==> config.mk <==
export PLATFORM = sky130hd
export DESIGN_NAME = id_ex_stage
export DESIGN_NICKNAME = d
export VERILOG_FILES = /design/src/rtl/id_ex_stage.sv
export SDC_FILE = /design/constraint.sdc
export NUM_CORES = 1
export LEC_CHECK = 0
export BUFFER_PORTS_ARGS = -buffer_cell sky130_fd_sc_hd__buf_2
export CAP_MARGIN = 25
export CORE_MARGIN = 4
export CORE_UTILIZATION = 40
export CTS_CLUSTER_DIAMETER = 200
export DETAILED_ROUTE_END_ITERATION = 10
export PLACE_DENSITY = 0.79
export SLEW_MARGIN = 5
export SYNTH_ARGS = -nofsm -noshare
export SYNTH_HDL_FRONTEND = slang
export SYNTH_SLANG_ARGS = --single-unit
==> constraint.sdc <==
create_clock -name clock -period 1.5 [get_ports clock]
set_input_delay 0 -clock clock [delete_from_list [all_inputs] [get_ports clock]]
set_output_delay 0 -clock clock [all_outputs]
set_load 0.01 [all_outputs]
==> src/rtl/id_ex_stage.sv <==
// id_ex_stage: ID/EX pipeline register for the MIPS-DLX core.
//
// Captures operands, extended immediate, register indices and control from the
// decode stage on every rising clock edge. Detects load-use hazards against the
// instruction currently in EX, holds IF/ID for LOAD_STALL cycles and inserts
// bubbles into EX meanwhile. A taken-branch flush squashes the EX slot.
//
// Optional feature macro: WB_BYPASS_EN
//   defined   - operand capture forwards wb_busw when the write-back target
//               matches ra/rb (independent of register-bank write timing).
//   undefined - id_bus_a/id_bus_b captured as-is; wb_* ports are ignored.
//
// Ports:
//   clock, reset            clock; synchronous active-high reset
//   id_*                    decoded instruction fields from the ID slot
//   flush                   squash the instruction entering EX
//   wb_reg_write/rw/busw    write-back port (used only with WB_BYPASS_EN)
//   stall_if_id             combinational hold request for PC and IF/ID
//   ex_*                    registered EX slot contents
module id_ex_stage #(
  parameter int unsigned CTRL_W     = 8,
  parameter int unsigned LOAD_STALL = 1   // legal 1..3
) (
  input  logic              clock,
  input  logic              reset,
  input  logic              id_valid,
  input  logic [4:0]        id_ra,
  input  logic [4:0]        id_rb,
  input  logic [4:0]        id_rd,
  input  logic              id_uses_rb,
  input  logic [31:0]       id_bus_a,
  input  logic [31:0]       id_bus_b,
  input  logic [15:0]       id_imm,
  input  logic              id_imm_zext,
  input  logic              id_mem_read,
  input  logic              id_reg_write,
  input  logic [CTRL_W-1:0] id_ctrl,
  input  logic              flush,
  input  logic              wb_reg_write,
  input  logic [4:0]        wb_rw,
  input  logic [31:0]       wb_busw,
  output logic              stall_if_id,
  output logic              ex_valid,
  output logic [31:0]       ex_bus_a,
  output logic [31:0]       ex_bus_b,
  output logic [31:0]       ex_imm,
  output logic [4:0]        ex_ra,
  output logic [4:0]        ex_rb,
  output logic [4:0]        ex_rd,
  output logic              ex_mem_read,
  output logic              ex_reg_write,
  output logic [CTRL_W-1:0] ex_ctrl
);

  typedef enum logic {StRun, StStall} state_e;

  typedef struct packed {
    logic              valid;
    logic [31:0]       bus_a;
    logic [31:0]       bus_b;
    logic [31:0]       imm;
    logic [4:0]        ra;
    logic [4:0]        rb;
    logic [4:0]        rd;
    logic              mem_read;
    logic              reg_write;
    logic [CTRL_W-1:0] ctrl;
  } ex_t;

  state_e     state_q, state_d;
  logic [1:0] cnt_q, cnt_d;
  ex_t        ex_q, ex_d;
  ex_t        cap;
  logic       hazard;
  logic       stall_d;
  logic [31:0] cap_bus_a, cap_bus_b;

`ifdef WB_BYPASS_EN
  // Forward the value being written back this cycle so capture does not depend
  // on which clock edge the register bank writes on.
  always_comb begin
    cap_bus_a = id_bus_a;
    cap_bus_b = id_bus_b;
    if (wb_reg_write && (wb_rw != 5'd0) && (wb_rw == id_ra)) cap_bus_a = wb_busw;
    if (wb_reg_write && (wb_rw != 5'd0) && (wb_rw == id_rb)) cap_bus_b = wb_busw;
  end
`else
  logic unused_wb;
  assign unused_wb = ^{wb_reg_write, wb_rw, wb_busw};
  assign cap_bus_a = id_bus_a;
  assign cap_bus_b = id_bus_b;
`endif

  always_comb begin
    cap.valid     = 1'b1;
    cap.bus_a     = cap_bus_a;
    cap.bus_b     = cap_bus_b;
    cap.imm       = {{16{id_imm[15] & ~id_imm_zext}}, id_imm};
    cap.ra        = id_ra;
    cap.rb        = id_rb;
    cap.rd        = id_rd;
    cap.mem_read  = id_mem_read;
    cap.reg_write = id_reg_write;
    cap.ctrl      = id_ctrl;
  end

  // r0 is never a hazard source.
  assign hazard = id_valid & ex_q.valid & ex_q.mem_read & (ex_q.rd != 5'd0) &
                  ((ex_q.rd == id_ra) | (id_uses_rb & (ex_q.rd == id_rb)));

  always_comb begin
    state_d = state_q;
    cnt_d   = cnt_q;
    ex_d    = '0;   // bubble unless an instruction is captured
    stall_d = 1'b0;
    unique case (state_q)
      StRun: begin
        if (flush) begin
          state_d = StRun;
        end else if (hazard) begin
          stall_d = 1'b1;
          cnt_d   = 2'(LOAD_STALL - 1);
          state_d = (LOAD_STALL > 1) ? StStall : StRun;
        end else if (id_valid) begin
          ex_d = cap;
        end
      end
      StStall: begin
        if (flush) begin
          state_d = StRun;
          cnt_d   = 2'd0;
        end else begin
          stall_d = 1'b1;
          cnt_d   = cnt_q - 2'd1;
          if (cnt_q == 2'd1) state_d = StRun;
        end
      end
      default: begin
        state_d = StRun;
        cnt_d   = 2'd0;
      end
    endcase
  end

  // Reset overrides any hazard seen on the ID inputs.
  assign stall_if_id = stall_d & ~reset;

  always_ff @(posedge clock) begin
    if (reset) begin
      state_q <= StRun;
      cnt_q   <= 2'd0;
      ex_q    <= '0;
    end else begin
      state_q <= state_d;
      cnt_q   <= cnt_d;
      ex_q    <= ex_d;
    end
  end

  assign ex_valid     = ex_q.valid;
  assign ex_bus_a     = ex_q.bus_a;
  assign ex_bus_b     = ex_q.bus_b;
  assign ex_imm       = ex_q.imm;
  assign ex_ra        = ex_q.ra;
  assign ex_rb        = ex_q.rb;
  assign ex_rd        = ex_q.rd;
  assign ex_mem_read  = ex_q.mem_read;
  assign ex_reg_write = ex_q.reg_write;
  assign ex_ctrl      = ex_q.ctrl;

endmodule

# Word level (Yosys, flattened, before mapping)
# Index checks and enable logic that the tools add are counted.
[word_totals]
wordCells = 46
mem_bits_rw = 0
regBits = 110
memories = 0
mem_bits_ro = 0
latchBits = 0
[op_classes]
n_reduce_logical = 4
shift = 0
mul = 0
n_lt_le_gt_ge = 0
div_mod_pow = 0
n_bitwise = 12
eq_ne = 5
add_sub_neg = 1
n_mux = 12
[ops]
columns = ["operator", "count"]
rows = [
  ["122-bit 2-to-1 mux", 1],
  ["5-bit equality test", 2],
  ["1-bit bitwise AND", 7],
  ["2-bit 2-to-1 mux", 3],
  ["1-bit 2-to-1 mux", 5],
  ["5-bit nonzero test", 1],
  ["5-bit OR reduction", 1],
  ["2-bit != test (second input constant)", 2],
  ["1-bit inverter", 4],
  ["1-bit case mux with 2 select lines", 2],
  ["2-bit case mux with 2 select lines", 1],
  ["4-bit OR reduction", 1],
  ["2-bit by 1-bit equality test with 1-bit output (second input constant)", 1],
  ["2-bit AND reduction", 1],
  ["2-bit by 1-bit subtractor with 2-bit output (second input constant)", 1],
  ["1-bit OR", 1],
]

# Logic depth before layout (Yosys ltp)
# Gate-level depths: netlist (run 1).
[logic_depth]
ltp_word = 8
ltp_mapped = 6
mapped_depth_nobuf = 6

# Worst setup path after synthesis (run 1)
# No wires, ideal clock.
[synth_path]
path_type = "register -> register"
startpoint = "register ex_q, in the netlist ex_rd[4]"
endpoint = "register ex_q, in the netlist ex_valid"
path_stages_with_launch = 7
arrival_time_ps = 1263
period_less_slack_ps = 1396
n_path_buf = 2
path_slack_ps = 104
cell_sequence = "dfxtp_1 > xnor2_1 > nand3_1 > o22ai_1 > buf_2 > buf_2 > a21oi_1"
[synth_via]
elab_chain_cells = 5
word_cells_on_any_way = 8
classes_between = "eq/ne (2); bitwise (4); reduce/logical (2)"
[synth_rtl]
columns = ["element", "line", "source"]
rows = [
  ["from (decl)", "72", "ex_t ex_q, ex_d;"],
  ["from (signal assigned)", "152", "ex_q <= '0;"],
  ["from (signal assigned)", "156", "ex_q <= ex_d;"],
  ["5-bit equality test", "109", "((ex_q.rd == id_ra) | (id_uses_rb & (ex_q.rd == id_rb)));"],
  ["1-bit bitwise AND", "109", ""],
  ["1-bit OR", "109", ""],
  ["1-bit bitwise AND (*)", "108", "assign hazard = id_valid & ex_q.valid & ex_q.mem_read & (ex_q.rd != 5'd0) &"],
  ["4-bit OR reduction (no line) (*)", "n/a", ""],
]
# Every way passes the cells marked *; elsewhere a longest branch is shown, timed or not.
# A chain may end at the register's enable or synchronous reset.

# Final worst setup path (run 1)
[layout_path]
startpoint = "register ex_q, in the netlist ex_rd[3]"
endpoint = "output port stall_if_id"
[layout_via]
elab_chain_cells = 8
word_cells_on_any_way = 11
classes_between = "eq/ne (2); mux (3); bitwise (5); reduce/logical (1)"
[layout_rtl]
columns = ["element", "line", "source"]
rows = [
  ["5-bit equality test", "109", ""],
  ["1-bit bitwise AND", "109", ""],
  ["1-bit OR", "109", ""],
  ["1-bit bitwise AND (*)", "108", ""],
  ["1-bit 2-to-1 mux (*)", "120", "end else if (hazard) begin"],
  ["1-bit 2-to-1 mux (*)", "118", "if (flush) begin"],
  ["1-bit case mux with 2 select lines (*)", "116", "unique case (state_q)"],
  ["1-bit bitwise AND (*)", "146", "assign stall_if_id = stall_d & ~reset;"],
  ["to (decl)", "42", "output logic stall_if_id,"],
]
# Marks and branches as above.

==> metrics, run 1 <==
initial DRC count 215; Critical Path Start ex_rd[3]; final worst-path cycle share 108%; CTS max path bufs 2; Largest stage delay, worst path 0.39 ns; WL final 14600 µm; Worst-Margin Slew 0.385 ns; CTS tree built; Worst Hold Path EP cnt_q[0]; die area 11000 µm²; total CTS buffers 9; reg2reg path depth 7; antenna violations before repair 0; RSZ-0062 raised after global routing yes; Final Max Tran Viols 0; Synth area leader dfxtp_1; critical path's slowest cell dfxtp_4; Post-synth ARST share 0%; Slew HR 74.3%; top cell type's share of synthesized area 58.8%; Final Worst Setup Slack -0.115 ns; CTS H-tree depth 3; synth unique cells 28; FF-to-FF End ex_bus_b[23]; Hold Vio Cnt, Final 0; Hold Startpoint reset; n_diodes 0; synthesized area per cell 9.10 µm²; Antenna Nets Post-Route 0; CTS Root Cell clkbuf_8; Buffers on Ports 233; CP Max Fanout 4; ranking of synthesized cells by area dfxtp_1, a21oi_1, nand2_1; Post-Synthesis Cells 412; setup TNS -2.70 ns; synth cell count leaders dfxtp_1, nand2_1, a21oi_1; WP data required 1.50 ns; Ys Warns 0; Main synth FF type dfxtp_1; total number of vias 4264; first-pass GRT wire length 21800 µm; # DRC 0; row count 35; Worst setup SP type flip-flop; largest net degree at the start of global routing 48; fraction of layout cells with a size suffix above 1 40.6%; Post-synth EDFFs 0; Finished Cell Area 6660 µm²; io pins 272; reg2reg setup slack -0.08 ns; maxcap violations 0; Max Freq 619 MHz; Max VDD drop 486 µV; CTS sink cnt 110; WP data arrival 1.62 ns; Overall Global Routing Usage 24.9%; pre-CTS setup slack -0.0761 ns; status finished with violations; placed inst area 4970 µm²; clock slew at reported path FFs 0.10 ns; GP Congestion 0.784; Seq/Total Area, Yosys 58.8%; leak pwr 3.29 nW; Seq cells post-synth 110; final hold slack 0.0914 ns; Via-to-Cell Ratio 4.99; die height 105 µm; CP Class flip-flop to output pin; Die W 105 µm; critical-path cell list xnor2_2, nand4_1, o22ai_4, buf_12, a31o_4, buf_6; gr ovfl total 0; Fillers 623; Final Util 72.4%; post-synthesis to final-layout area growth 77.8%; initial core utilization 40.7%; number of global-route vias before repair 4335; hold-critical path depth 3; failing checks negative setup slack; total core area 9200 µm²; Syn Nets 562; Clock Skews 0.0152 ns; DR pass1 iterations 4; Worst Setup End Kind output pin; FF+latch area 2220 µm²; HPWL Detailed 7860 µm; count leader, synth dfxtp_1; area taken by multi-input logic gates 1370 µm²; wire per inst 17.1 µm; clk_lat worst skew 0.36 ns; post-synthesis instance area 3750 µm²; Final Setup Violations 70; nets@finish 889; Power Dens Cells 863 nW/µm²; reg2reg start ex_rd[3]; final worst path period need 1.62 ns; hold crit path type input port to flip-flop
## stage by stage
step                total power [mW]  std cells
floorplan                       3.33        412
finish                          5.75        855
global route                    5.98        855
CTS                             5.75        852
detailed placement              3.61        719
global placement                3.60        719
## how the worst max path moves through the flow
stage	end	slack [ns]	cells after the start
global route	stall_if_id	-0.17	6
finish	stall_if_id	-0.12	6
detailed placement	ex_rd[1]	-0.08	5
global placement	cnt_q[1]	0.006	5
floorplan	ex_valid	0.10	6
CTS	stall_if_id	-0.11	6
## where the power goes
group	internal, mW	total, mW	switching, mW
combinational	0.482	0.841	0.358
sequential	3.00	3.03	0.0359
clock	0.851	1.88	1.02
## registers in the layout, indices dropped and copies added, names as in the netlist
signal        cells
ex_bus_a         32
ex_bus_b         32
ex_imm           17
ex_ctrl           8
ex_ra             5
ex_rb             5
ex_rd             5
cnt_q             2
ex_mem_read       1
ex_reg_write      1
ex_valid          1
state_q           1
## routing by layer
| layer | vias up | wire [µm] | global-route usage (%) |
|---|---|---|---|
| met5 | - | 0 | 0 |
| met4 | 0 | 712 | 13.0 |
| met3 | 64 | 1210 | 6.73 |
| met2 | 257 | 7490 | 45.6 |
| met1 | 1942 | 5240 | 25.7 |
| li1 | 2001 | - | - |
## timing repair
item	in CTS	in global routing
gates resized for setup	24	18
setup buffers	6	0
pin swaps	8	5
hold buffers	108	0
cloned	3	3
endpoints found under the hold margin	107	0
setup endpoints to repair	91	111
## critical path, delay by kind of cell (launching register included)
kind	cells	cell delay [ns]
flops	1	0.39
simple gates	1	0.16
compound gates	2	0.31
xor+xnor	1	0.18
buf+inv	2	0.22
## cells by family after synthesis
family | share of synthesized area (%)
compound gates | 16.9
xor+xnor | 2.34
fa+ha+maj | 0.334
buf+inv | 9.08
flops | 58.8
simple gates | 12.6
## area by class of cell
cell class	instances	share of cell area, %
clock inverter	6	1.16
sequential	110	33.4
tap	111	2.08
clock buffer	10	2.07
multi-input combinational	239	20.5
timing repair buffer	367	40.2
inverter	12	0.676
## placed cells by master (no fill, tap or decap), drive strengths merged, types with 2 or more instances in the layout
master	instances
buf	255
dfxtp	110
dlygate4sd3	107
nand2	98
a21oi	96
inv	15
clkbuf	13
a211oi	11
xnor2	10
nor2	3
nor4b	3
o21ai	2
o22a	2
nand3	2
Note: power is estimated with default switching activity, not from simulation.
==> run 2: changes to the inputs <==
==> constraint.sdc (replaced) <==
create_clock -name clock -period 1.5 [get_ports clock]
set_input_delay 0.075 -clock clock [delete_from_list [all_inputs] [get_ports clock]]
set_output_delay 0.075 -clock clock [all_outputs]
set_load 0.01 [all_outputs]
==> run 2 against run 1 <==
  * The flow still finishes with violations (negative setup slack)
  * Sequential power barely moved
  * First-iteration DRC count rose by 30%
  * Critical path type unchanged
  * Combinational power rose by 4.2%
==> metrics, run 2 (same netlist as run 1, synthesis figures left out) <==
DRT met1 WL 5350 µm (+2.2%); highest routed layer met4; maxcap violations 0 (unchanged); Worst-Margin Slew 0.366 ns (-0.0189 ns); CTS max path bufs 2 (unchanged); DR pass1 iterations 5 (+1); first-pass GRT wire length 21800 µm (+0.13%); largest net degree at the start of global routing 95 (+98%); final worst path period need 1.67 ns (+0.0592 ns); most frequent cells in the layout buf_2, dlygate4sd3_1, dfxtp_1, nand2_1, a21oi_1; Final Worst Setup Slack -0.175 ns (-0.0592 ns); most common cell after layout, fill and taps aside buf_2; die area 11000 µm² (unchanged); Die W 105 µm (unchanged); Slew HR 75.6% (+1.3 points); Worst Setup End Kind output pin; WP data arrival 1.60 ns (-0.02 ns); HPWL Detailed 7740 µm (-1.5%); failing checks negative setup slack; Met3 Wirelength 1500 µm (+24%); total CTS buffers 9 (unchanged); WP data required 1.42 ns (-0.08 ns); initial core utilization 40.7% (unchanged); hold crit path type input port to flip-flop; Largest stage delay, worst path 0.39 ns (about the same); critical path's slowest cell dfxtp_4; die height 105 µm (unchanged); Clock Skews 0.0180 ns (+0.00281 ns); pre-CTS setup slack -0.0724 ns (+0.00367 ns); WL final 15400 µm (+5.1%); post-synthesis to final-layout area growth 79.0%; Finished Cell Area 6710 µm² (+0.66%); Final Max Tran Viols 0 (unchanged); Power Dens Cells 831 nW/µm² (-3.7%); CTS sink cnt 110 (unchanged); RSZ-0062 raised after global routing yes; CP Class flip-flop to output pin; CP Max Fanout 3 (-1); clock slew at reported path FFs 0.10 ns (about the same); number of global-route vias before repair 4375 (+0.92%); met2 wire length 7910 µm (+5.6%); status finished with violations; io pins 272 (unchanged); Worst setup SP type flip-flop; wire per inst 17.9 µm (+4.4%); placed inst area 4970 µm² (-0.10%); Max Freq 597 MHz (-3.5%); Final Setup Violations 87 (+24%); gr ovfl total 0 (unchanged); final worst-path cycle share 112% (+3.9 points); CTS H-tree depth 3 (unchanged); clk_lat worst skew 0.36 ns (about the same); Via-to-Cell Ratio 5.04 (+1.1%); row count 35 (unchanged); critical-path cell list xnor2_2, nand4_1, o22ai_4, buf_6, a31o_4, buf_6; leak pwr 3.30 nW (+0.23%); Hold Vio Cnt, Final 0 (unchanged); Buffers on Ports 233 (unchanged); Antenna Nets Post-Route 0 (unchanged); initial DRC count 280 (+30%); n_diodes 0 (unchanged); nets@finish 895 (+0.67%); Max VDD drop 572 µV (+18%); CTS tree built; # DRC 0 (unchanged); fraction of layout cells with a size suffix above 1 40.7% (+0.075 points); total core area 9200 µm² (unchanged); Overall Global Routing Usage 24.8% (-0.14 points); Worst path most repeated cell buf_6; total number of vias 4341 (+1.8%); GP Congestion 0.762 (-2.7%); CTS Root Cell clkbuf_8; antenna violations before repair 0 (unchanged)
-- run 2: worst max-delay path: cells and delay by family, from the launching register on --
| kind | cells | cell delay [ns] |
|---|---|---|
| compound gates | 2 | 0.29 |
| flops | 1 | 0.39 |
| buf+inv | 2 | 0.22 |
| simple gates | 1 | 0.17 |
| xor+xnor | 1 | 0.17 |
-- run 2: per-stage QoR --
| step | hold WS [ns] | total power [mW] | util [%] | cells | setup TNS, ns |
|---|---|---|---|---|---|
| after floorplan | 0.151 | 3.33 | - | 412 | 0 |
| after global placement | 0.257 | 3.59 | 54.0 | 720 | -0.0130 |
| final | 0.0489 | 5.57 | 72.9 | 861 | -4.28 |
| after global routing | 0.0429 | 5.80 | 72.9 | 861 | -11.14 |
| after detailed placement | 0.252 | 3.61 | 54.0 | 720 | -1.34 |
| after CTS | 0.0103 | 5.51 | 70.4 | 850 | -1.60 |
-- run 2: worst paths after layout --
kind / start / cells past startpoint / slack (ns) / to
worst min register to register: cnt_q[1] / 3 / 0.63 / cnt_q[1]
worst min-delay path: id_valid / 3 / 0.05 / ex_valid
worst max register to register: ex_rd[4] / 7 / -0.11 / ex_imm[16]
worst max-delay path: ex_rd[4] / 6 / -0.17 / stall_if_id
-- run 2: where the power goes --
part / internal, mW / switching [mW] / total, mW / leakage, nW
clock: 0.630 / 1.03 / 1.66 / 0.0959
combinational: 0.501 / 0.375 / 0.876 / 2.31
sequential: 3.00 / 0.0332 / 3.03 / 0.899
-- run 2: what timing repair did --
action / CTS / global route
cloned: 3 / 9
endpoints found under the setup margin: 74 / 111
setup buffers: 3 / 3
hold buffers: 108 / 0
endpoints found under the hold margin: 106 / 0
pin swaps: 5 / 2
resized for setup: 27 / 21
-- run 2: layout make-up --
type | count | area (µm²)
fill | 615 | 2490
multi-input combinational | 239 | 1340
inverter | 12 | 45.0
tap | 111 | 139
timing repair buffer | 373 | 2790
clock buffer | 9 | 124
clock inverter | 7 | 56.3
sequential | 110 | 2210
-- run 2: layer usage --
metal | global-route usage [%] | vias up
met4 | 12.7 | 0
met5 | 0 | -
met3 | 7.16 | 57
li1 | - | 2008
met1 | 24.9 | 1965
met2 | 45.9 | 311
==> run 3: changes to the inputs <==
--- a/config.mk
+++ b/config.mk
@@ -11,7 +11,7 @@
 export CORE_UTILIZATION = 40
 export CTS_CLUSTER_DIAMETER = 200
 export DETAILED_ROUTE_END_ITERATION = 10
-export PLACE_DENSITY = 0.79
+export PLACE_DENSITY = 0.84
 export SLEW_MARGIN = 5
 export SYNTH_ARGS = -nofsm -noshare
 export SYNTH_HDL_FRONTEND = slang
==> run 3 against run 2 <==
  * Wire length up 2.5%
  * Setup slack worse by 0.020 ns
  * Non-clock buffer count up 7
  * Power up 2.7%
  * Critical endpoint unchanged
  * Clock power up 8%
  * The flow still finishes with violations (negative setup slack)
  * Highest routed layer unchanged
==> metrics, run 3 (same netlist as run 1, synthesis figures left out) <==
CTS max path bufs 2 (unchanged); # DRC 0 (unchanged); clock power share 31.3% (+1.5 points); sw frac 26.4% (+0.55 points); Antenna Nets Post-Route 0 (unchanged); final worst path period need 1.69 ns (+0.0198 ns); initial DRC count 277 (-1.1%); internal power 4.21 mW (+2.0%); io pins 272 (unchanged); pre-CTS setup slack -0.152 ns (-0.0792 ns); die area 11000 µm² (unchanged); die height 105 µm (unchanged); leak pwr 3.38 nW (+2.5%); total core area 9200 µm² (unchanged); Clock Skews 0.0183 ns (+0.000272 ns); row count 35 (unchanged); Buffers on Ports 233 (unchanged); Hold Vio Cnt, Final 0 (unchanged); nets@finish 902 (+0.78%); failing checks negative setup slack; final hold slack 0.139 ns (+0.0902 ns); number of global-route vias before repair 4423 (+1.1%); Final Max Tran Viols 0 (unchanged); Finished Cell Area 6900 µm² (+2.9%); # placed instances 723 (+0.42%); antenna violations before repair 1 (+1); Largest stage delay, worst path 0.39 ns (about the same); area taken by multi-input logic gates 1380 µm² (+3.0%); largest net degree at the start of global routing 65 (-32%); CTS sink cnt 110 (unchanged); clk_lat worst skew 0.37 ns (about the same); critical-path cell list xnor2_2, nand3_1, o22ai_4, buf_12, a31o_4, buf_6; GP Congestion 0.757 (-0.68%); Final Non-Filler Cells 869 (+0.93%); clock slew at reported path FFs 0.10 ns (about the same); Die W 105 µm (unchanged); total CTS buffers 9 (unchanged); CTS Root Cell clkbuf_8; most common cell after layout, fill and taps aside buf_2; WP data required 1.42 ns (about the same); most frequent cells in the layout buf_2, dlygate4sd3_1, dfxtp_1, nand2_1, a21oi_1; Final Setup Violations 107 (+23%); Worst setup SP type flip-flop; initial core utilization 40.7% (unchanged); first-pass GRT wire length 21900 µm (about the same); DR pass1 iterations 5 (unchanged); power share of the combinational group 15.7% (about the same); hold crit path type input port to flip-flop; WP data arrival 1.62 ns (+0.02 ns); CTS H-tree depth 3 (unchanged); WL final 15800 µm (+2.5%); CP Class flip-flop to output pin; critical path's slowest cell dfxtp_4; placed inst area 5000 µm² (+0.70%); Slew HR 73.1% (-2.5 points); CTS tree built; sequential fraction of design power 53.0% (-1.4 points); wire per inst 18.2 µm (+1.6%); Worst-Margin Slew 0.403 ns (+0.0372 ns); Final Worst Setup Slack -0.194 ns (-0.0198 ns); total number of vias 4445 (+2.4%); status finished with violations; Fillers 565 (-8.1%); FF+latch area 2220 µm² (+0.34%); total chip power 5.72 mW (+2.7%); fraction of layout cells with a size suffix above 1 42.3% (+1.6 points); Max Freq 590 MHz (-1.2%); Via-to-Cell Ratio 5.12 (+1.5%); RSZ-0062 raised after global routing yes; post-synthesis to final-layout area growth 84.1%; gr ovfl total 0 (unchanged); Power Dens Cells 829 nW/µm² (-0.16%); Max VDD drop 607 µV (+6.0%); final worst-path cycle share 113% (+1.3 points); CP Max Fanout 4 (+1); Worst Setup End Kind output pin; P_sw 1.51 mW (+4.9%); maxcap violations 0 (unchanged); HPWL Detailed 7700 µm (-0.49%); Overall Global Routing Usage 24.6% (-0.12 points)
[run 3: metal layers]
layer	GRT usage [%]	up-vias	share of wire (%)
met5	0	-	0
li1	-	2025	-
met4	13.6	0	5.2
met1	26.1	2072	37
met3	6.92	68	7.6
met2	43.8	280	50
[run 3: what timing repair did]
item	4_1_cts	5_1_grt
endpoints found under the setup margin	100	107
pin swaps	4	11
gates resized for setup	18	35
endpoints found under the hold margin	107	0
hold buffers	108	0
cloned	3	10
buffers inserted	3	5
[run 3: power by group through the flow]
stage | registers, mW | clock network [mW] | logic [mW]
finish | 3.03 | 1.79 | 0.899
global route | 3.04 | 1.95 | 0.956
CTS | 3.03 | 1.81 | 0.779
detailed placement | 3.10 | 0 | 0.518
global placement | 3.09 | 0 | 0.503
floorplan | 3.14 | 0 | 0.191
[run 3: final timing paths]
kind	startpoint	endpoint	slack, ns	depth (start not counted)
max	ex_rd[1]	stall_if_id	-0.19	6
min	reset	cnt_q[0]	0.14	3
max reg2reg	ex_rd[0]	ex_imm[16]	-0.14	8
min reg2reg	cnt_q[1]	cnt_q[1]	0.63	3
[run 3: worst max-delay path: cells and delay by family, from the launching register on]
family / cells / cell delay [ns]
flops: 1 / 0.39
compound gates: 2 / 0.35
buf+inv: 2 / 0.22
xor+xnor: 1 / 0.16
simple gates: 1 / 0.13
[run 3: final cells by class]
type	instances	area share, %
Sequential cell	110	32.2
Inverter	12	0.653
Antenna cell	1	0.0363
Clock buffer	10	1.99
Multi-Input combinational cell	239	20.0
Clock inverter	6	0.907
Timing Repair Buffer	380	42.2
Tap cell	111	2.01
[run 3: stage by stage]
stage               utilization, %  TNS [ns]
finish                        75.0     -6.41
detailed placement            54.4     -6.34
global route                  75.0    -11.68
floorplan                        -         0
CTS                           70.4     -5.37
global placement              54.4     -5.71
